### src/rtl/pipe_ctrl_pkg.sv
// Shared definitions for the pipeline control slice: FSM state encodings
// and the instruction address width.
package pipe_ctrl_pkg;

    // Width of instruction addresses and redirect targets.
    localparam int unsigned AddrWidth = 32;

    // Pipeline control FSM states.
    typedef enum logic [1:0] {
        StRun     = 2'd0,
        StWaitBus = 2'd1,
        StFlush   = 2'd2
    } pipe_state_e;

endpackage

### src/rtl/hold_watchdog.sv
// Execute-hold watchdog: a saturating count of consecutive hold cycles and a
// sticky flag that sets once the count reaches HOLD_TIMEOUT. HOLD_TIMEOUT=0
// disables the flag entirely.
module hold_watchdog #(
    parameter int unsigned HOLD_TIMEOUT = 1024
) (
    input  logic clk,
    input  logic rst,
    input  logic hold_inc_i,
    output logic hold_timeout_o
);

    localparam int unsigned CntW = (HOLD_TIMEOUT > 1) ? $clog2(HOLD_TIMEOUT + 1) : 1;
    localparam logic [CntW-1:0] CntMax = CntW'(HOLD_TIMEOUT);

    logic [CntW-1:0] cnt_d, cnt_q;
    logic            flag_d, flag_q;

    // Next count (saturating, cleared on any non-hold cycle) and sticky flag.
    always_comb begin
        cnt_d  = '0;
        flag_d = flag_q;
        if (hold_inc_i) begin
            cnt_d = (cnt_q == CntMax) ? cnt_q : cnt_q + CntW'(1);
        end
        if ((HOLD_TIMEOUT != 0) && (cnt_d == CntMax)) begin
            flag_d = 1'b1;
        end
    end

    // Counter and flag registers with synchronous reset.
    always_ff @(posedge clk) begin
        if (rst) begin
            cnt_q  <= '0;
            flag_q <= 1'b0;
        end else begin
            cnt_q  <= cnt_d;
            flag_q <= flag_d;
        end
    end

    assign hold_timeout_o = flag_q & ~rst;

endmodule

### src/rtl/pipe_ctrl.sv
// Pipeline control unit: turns execute redirects/holds and instruction-bus
// holds into per-stage stall/flush controls and a sequenced pc redirect.
// Optional performance counters are enabled by defining PIPE_CTRL_PERF_CNT_EN.
import pipe_ctrl_pkg::*;

module pipe_ctrl #(
    parameter int unsigned FLUSH_CYCLES = 1,
    parameter int unsigned HOLD_TIMEOUT = 1024
) (
    input  logic                 clk,
    input  logic                 rst,
    input  logic                 jump_en_i,
    input  logic [AddrWidth-1:0] jump_addr_i,
    input  logic                 hold_flag_i,
    input  logic                 bus_hold_i,
    output logic                 jump_en_o,
    output logic [AddrWidth-1:0] jump_addr_o,
    output logic                 stall_pc_o,
    output logic                 stall_if_id_o,
    output logic                 stall_id_ex_o,
    output logic                 flush_if_id_o,
    output logic                 flush_id_ex_o,
    output logic                 busy_o,
`ifdef PIPE_CTRL_PERF_CNT_EN
    output logic [31:0]          stall_cnt_o,
    output logic [31:0]          flush_cnt_o,
`endif
    output logic                 hold_timeout_o
);

    localparam logic [2:0] FlushInit = 3'(FLUSH_CYCLES);

    pipe_state_e          state_d, state_q;
    logic [2:0]           fcnt_d, fcnt_q;
    logic [AddrWidth-1:0] pend_d, pend_q;

    logic                 jump_en, stall_pc, stall_if_id, stall_id_ex;
    logic                 flush_if_id, flush_id_ex;
    logic [AddrWidth-1:0] jump_addr;

    // Next-state and raw control decode; redirects go through FLUSH unless
    // the fetch latency is zero.
    always_comb begin
        state_d     = state_q;
        fcnt_d      = fcnt_q;
        pend_d      = pend_q;
        jump_en     = 1'b0;
        jump_addr   = '0;
        stall_pc    = 1'b0;
        stall_if_id = 1'b0;
        stall_id_ex = 1'b0;
        flush_if_id = 1'b0;
        flush_id_ex = 1'b0;
        case (state_q)
            StRun: begin
                if (jump_en_i && !bus_hold_i) begin
                    jump_en     = 1'b1;
                    jump_addr   = jump_addr_i;
                    flush_if_id = 1'b1;
                    flush_id_ex = 1'b1;
                    if (FLUSH_CYCLES != 0) begin
                        state_d = StFlush;
                        fcnt_d  = FlushInit;
                    end
                end else if (jump_en_i) begin
                    pend_d      = jump_addr_i;
                    stall_pc    = 1'b1;
                    flush_if_id = 1'b1;
                    flush_id_ex = 1'b1;
                    state_d     = StWaitBus;
                end else if (hold_flag_i) begin
                    stall_pc    = 1'b1;
                    stall_if_id = 1'b1;
                    stall_id_ex = 1'b1;
                end else if (bus_hold_i) begin
                    stall_pc    = 1'b1;
                    stall_if_id = 1'b1;
                    flush_id_ex = 1'b1;
                end
            end
            StWaitBus: begin
                flush_if_id = 1'b1;
                flush_id_ex = 1'b1;
                if (bus_hold_i) begin
                    stall_pc = 1'b1;
                end else begin
                    jump_en   = 1'b1;
                    jump_addr = pend_q;
                    if (FLUSH_CYCLES != 0) begin
                        state_d = StFlush;
                        fcnt_d  = FlushInit;
                    end else begin
                        state_d = StRun;
                    end
                end
            end
            StFlush: begin
                flush_if_id = 1'b1;
                if (bus_hold_i) begin
                    stall_pc = 1'b1;
                end else if (fcnt_q <= 3'd1) begin
                    fcnt_d  = '0;
                    state_d = StRun;
                end else begin
                    fcnt_d = fcnt_q - 3'd1;
                end
            end
            default: begin
                state_d = StRun;
            end
        endcase
    end

    // State, flush counter and deferred redirect target.
    always_ff @(posedge clk) begin
        if (rst) begin
            state_q <= StRun;
            fcnt_q  <= '0;
            pend_q  <= '0;
        end else begin
            state_q <= state_d;
            fcnt_q  <= fcnt_d;
            pend_q  <= pend_d;
        end
    end

    // Outputs are forced low in reset; a flush overrides a stall on the same register.
    assign jump_en_o     = jump_en & ~rst;
    assign jump_addr_o   = rst ? '0 : jump_addr;
    assign stall_pc_o    = stall_pc & ~rst;
    assign stall_if_id_o = stall_if_id & ~flush_if_id & ~rst;
    assign stall_id_ex_o = stall_id_ex & ~flush_id_ex & ~rst;
    assign flush_if_id_o = flush_if_id & ~rst;
    assign flush_id_ex_o = flush_id_ex & ~rst;
    assign busy_o        = (state_q != StRun) & ~rst;

    hold_watchdog #(
        .HOLD_TIMEOUT(HOLD_TIMEOUT)
    ) u_hold_watchdog (
        .clk           (clk),
        .rst           (rst),
        .hold_inc_i    (~rst & (state_q == StRun) & hold_flag_i & ~jump_en_i),
        .hold_timeout_o(hold_timeout_o)
    );

`ifdef PIPE_CTRL_PERF_CNT_EN
    logic [31:0] stall_cnt_q, flush_cnt_q;

    // Free-running event counters, wrapping modulo 2^32.
    always_ff @(posedge clk) begin
        if (rst) begin
            stall_cnt_q <= '0;
            flush_cnt_q <= '0;
        end else begin
            stall_cnt_q <= stall_cnt_q + 32'(stall_pc_o);
            flush_cnt_q <= flush_cnt_q + 32'(jump_en_o);
        end
    end

    assign stall_cnt_o = rst ? '0 : stall_cnt_q;
    assign flush_cnt_o = rst ? '0 : flush_cnt_q;
`else
    // No performance counters in this build.
`endif

endmodule

### config.mk
export PLATFORM = sky130hd
export DESIGN_NAME = pipe_ctrl
export DESIGN_NICKNAME = d
export VERILOG_FILES = /design/src/rtl/pipe_ctrl_pkg.sv /design/src/rtl/hold_watchdog.sv /design/src/rtl/pipe_ctrl.sv
export SDC_FILE = /design/constraint.sdc
export NUM_CORES = 1
export LEC_CHECK = 0
export ABC_AREA = 1
export ABC_CLOCK_PERIOD_IN_PS = 2200
export BUFFER_PORTS_ARGS = -buffer_cell sky130_fd_sc_hd__buf_2
export CAP_MARGIN = 0
export CORE_UTILIZATION = 31
export DETAILED_ROUTE_END_ITERATION = 10
export PLACE_DENSITY = 0.48
export SLEW_MARGIN = 20
export SYNTH_ARGS = -nofsm -noshare
export SYNTH_HDL_FRONTEND = slang
export SYNTH_SLANG_ARGS = --single-unit
### constraint.sdc
create_clock -name clk -period 2.2 [get_ports clk]
set_input_delay 0.44 -clock clk [delete_from_list [all_inputs] [get_ports clk]]
set_output_delay 0.44 -clock clk [all_outputs]
set_load 0.03 [all_outputs]
==> impl_metrics.csv <==
group,metric,value,unit
route,via_per_inst,4.80,
finish,post-route-util,44.7,%
critical_path,endpoint_kind,"output port",
route,firstDrtPassIters,4,
synth,yosys_warnings,0,
floorplan,core,8680,um2
status,status,"completed",
power_and_ir_drop,seq_power_share,35.5,%
hold_path,hold_path_class,"in -> reg",
power_and_ir_drop,p_sw,1.32,mW
timing,maxSlewViolCount,0,
placement,hpwl,5170,um
timing,worst_slew_pin_slew,364,ps
floorplan,rows,34,
synth,synth_cells,426,
power_and_ir_drop,ir_drop,0.326,mV
clocking,clk_path_buf_depth,2,
synth,synth_seq_cells,49,
timing,finalSetupViolations,0,
power_and_ir_drop,p_clk_share,16.7,%
grt,antenna_found_initial,0,
critical_path,path_class,"reg -> out",
synth,ys_types,31,
clocking,clock_latency,300,ps
clocking,cts_buffers,5,
finish,nNetsFinal,545,
timing,fin_hold_ws,424,ps
critical_path,cp.required,1760,ps
critical_path,path_buf_inv,4,
grt,grt_usage,16.7,%
timing,fin_ws,14.3,ps
placement,dp_slack,176,ps
floorplan,die_y,96.7,um
critical_path,critPathLaunchType,"register",
clocking,cts_tree,"done",
clocking,cts_num_sinks,49,
power_and_ir_drop,leakagePower,1.66,nW
route,drt_iter0_markers,122,
floorplan,die_x,96.7,um
timing,skew,3.25,ps
critical_path,crit_chain,"inv_4, ha_4, inv_1, a21oi_2, a21oi_1, or4_1, inv_2, buf_6",
synth,mappedNetlistArea,2780,um2
power_and_ir_drop,power_density,820,nW/um2
floorplan,start_util,32.0,%
route,wl_per_cell,13.0,um
timing,period_needed,2190,ps
power_and_ir_drop,power.internal,1.86,mW
timing,slew_headroom,75.7,%
placement,place.gp.congestion,0.805,
critical_path,crit_family,"simple AND/OR/NAND/NOR gates",
timing,max_freq,458,MHz
critical_path,slowest_stage,"or4_1",
power_and_ir_drop,comb_power_share,47.8,%
clocking,h-tree-depth,2,
grt,overflow,0,
power_and_ir_drop,total_power,3.18,mW
grt,grt_max_degree,49,
synth,synth.avg_cell_area,6.52,um2
route,detail-route-antenna-nets,0,
route,drc_errors,0,
timing,finalHoldViolations,0,
placement,port_buffers,76,
critical_path,worst_ep_arrival_time,1750,ps
synth,syn_nets,471,
route,wl,7920,um
synth,synth_ff_type,"dfxtp_1",
finish,final_layout_size_suffix_gt1_share,32.9,%
finish,post-route-cell-area,3880,um2
clocking,clk_pin_slew,90,ps
power_and_ir_drop,p_sw_share,41.5,%
timing,rsz0062_at_grt,"yes",
finish,num_antenna_cells,0,
grt,grt_pass1_vias,2719,
timing,layout_worst_path_cycle_share,99.4,%
synth,synth-seq-area-share,35.3,%
critical_path,path_max_fanout,4,
critical_path,worst_path_largest_cell_delay,420,ps
route,vias,2926,
synth,synth_edf_count,0,
placement,place_area,3330,um2
job,cap_violations,0,
floorplan,io_pins,77,
finish,final_common_cell,"inv_1",
finish,final_cell_mix,"inv_1, nand2_1, dfxtp_1",
clocking,root_buffer,"clkbuf_8",
grt,grt_pass1_wl,13000,um
floorplan,dieArea,9340,um2
synth,synthArstFlopShare,0,%
finish,areaGrowthSynthToFinish,39.7,%
[Yosys cell counts (2+ instances only)]
library cell	n	area (um2)
a21oi_2	2	17.5
nor3_1	3	15.0
inv_2	5	18.8
dfxtp_1	49	981
nor2_1	23	86.3
buf_2	4	20.0
buf_1	3	11.3
xor2_1	2	17.5
a211oi_1	3	22.5
nand4_1	2	12.5
nand2_1	65	244
nand3_2	2	20.0
o21ai_0	36	180
a21oi_1	72	360
inv_1	67	251
ha_1	8	100
clkbuf_1	16	60.1
nor2_2	2	12.5
nand2_2	2	12.5
o21ai_1	3	15.0
nand3_1	47	235
[per-layer routing]
metal / vias to the layer above / routed length [um] / GRT usage [%]
met5: - / 0 / 0
met4: 0 / 51 / 3.90
met1: 1343 / 3780 / 21.8
met2: 53 / 3720 / 27.8
met3: 4 / 364 / 4.05
li1: 1526 / - / -
[per-stage QoR]
| step | instances | TNS, ps |
|---|---|---|
| floorplan | 426 | 0 |
| CTS | 608 | 0 |
| finish | 609 | 0 |
| global route | 609 | -974 |
| global placement | 596 | 0 |
| detailed placement | 596 | 0 |
[repair_timing]
| item | 4_1_cts | 5_1_grt |
|---|---|---|
| cloned | 1 | 1 |
| pin swaps | 2 | 8 |
| resized for setup | 48 | 81 |
| setup endpoints to repair | 34 | 34 |
| hold endpoints to repair | 0 | 0 |
| buffers inserted | 3 | 1 |
| hold buffers | 0 | 0 |
[logic make-up (layout without fill, tap and decap cells)]
kind of cell | count (synthesis) | after routing | share of synthesized area (%)
flops | 49 | 49 | 35.3
simple gates | 151 | 151 | 24.7
xor+xnor | 2 | 2 | 0.631
buf+inv | 97 | 172 | 13.5
compound gates | 119 | 119 | 22.3
fa+ha+maj | 8 | 8 | 3.60
[final cells by class]
class / instances / area, um2
timing repair buffer: 92 / 776
sequential: 49 / 986
inverter: 72 / 275
fill: 890 / 4800
clock buffer: 5 / 68.8
multi-input combinational: 280 / 1620
clock inverter: 3 / 17.5
tap: 108 / 135
[tightest hold or removal path: stages]
cell and delay, ps:
buf_2 80, o21ai_0 70, a21oi_1 100
[worst paths after layout]
check | startpoint | endpoint | slack [ps] | cells after the start
worst max register to register | state_q[1]$_SDFFE_PP0P_ | pend_q[31]$_SDFFE_PP0P_ | 460 | 8
worst min-delay path | jump_addr_i[16] | pend_q[16]$_SDFFE_PP0P_ | 420 | 3
worst max-delay path | state_q[1]$_SDFFE_PP0P_ | stall_pc_o | 10 | 8
worst min register to register | pend_q[20]$_SDFFE_PP0P_ | pend_q[20]$_SDFFE_PP0P_ | 450 | 2
[flip-flops by register name, indices dropped and copies added, names as in the netlist]
name / count
pend_q: 32
u_hold_watchdog.cnt_q: 11
fcnt_q: 3
state_q: 2
u_hold_watchdog.flag_q: 1
[power groups by stage]
stage | sequential [mW] | combinational, mW | clock, mW
final | 1.13 | 1.52 | 0.532
after global placement | 1.12 | 1.23 | 0
after floorplan | 1.11 | 0.853 | 0
after detailed placement | 1.13 | 1.23 | 0
after CTS | 1.12 | 1.40 | 0.556
after global routing | 1.15 | 1.67 | 0.603
No activity file was read; power rests on OpenSTA's default activity.
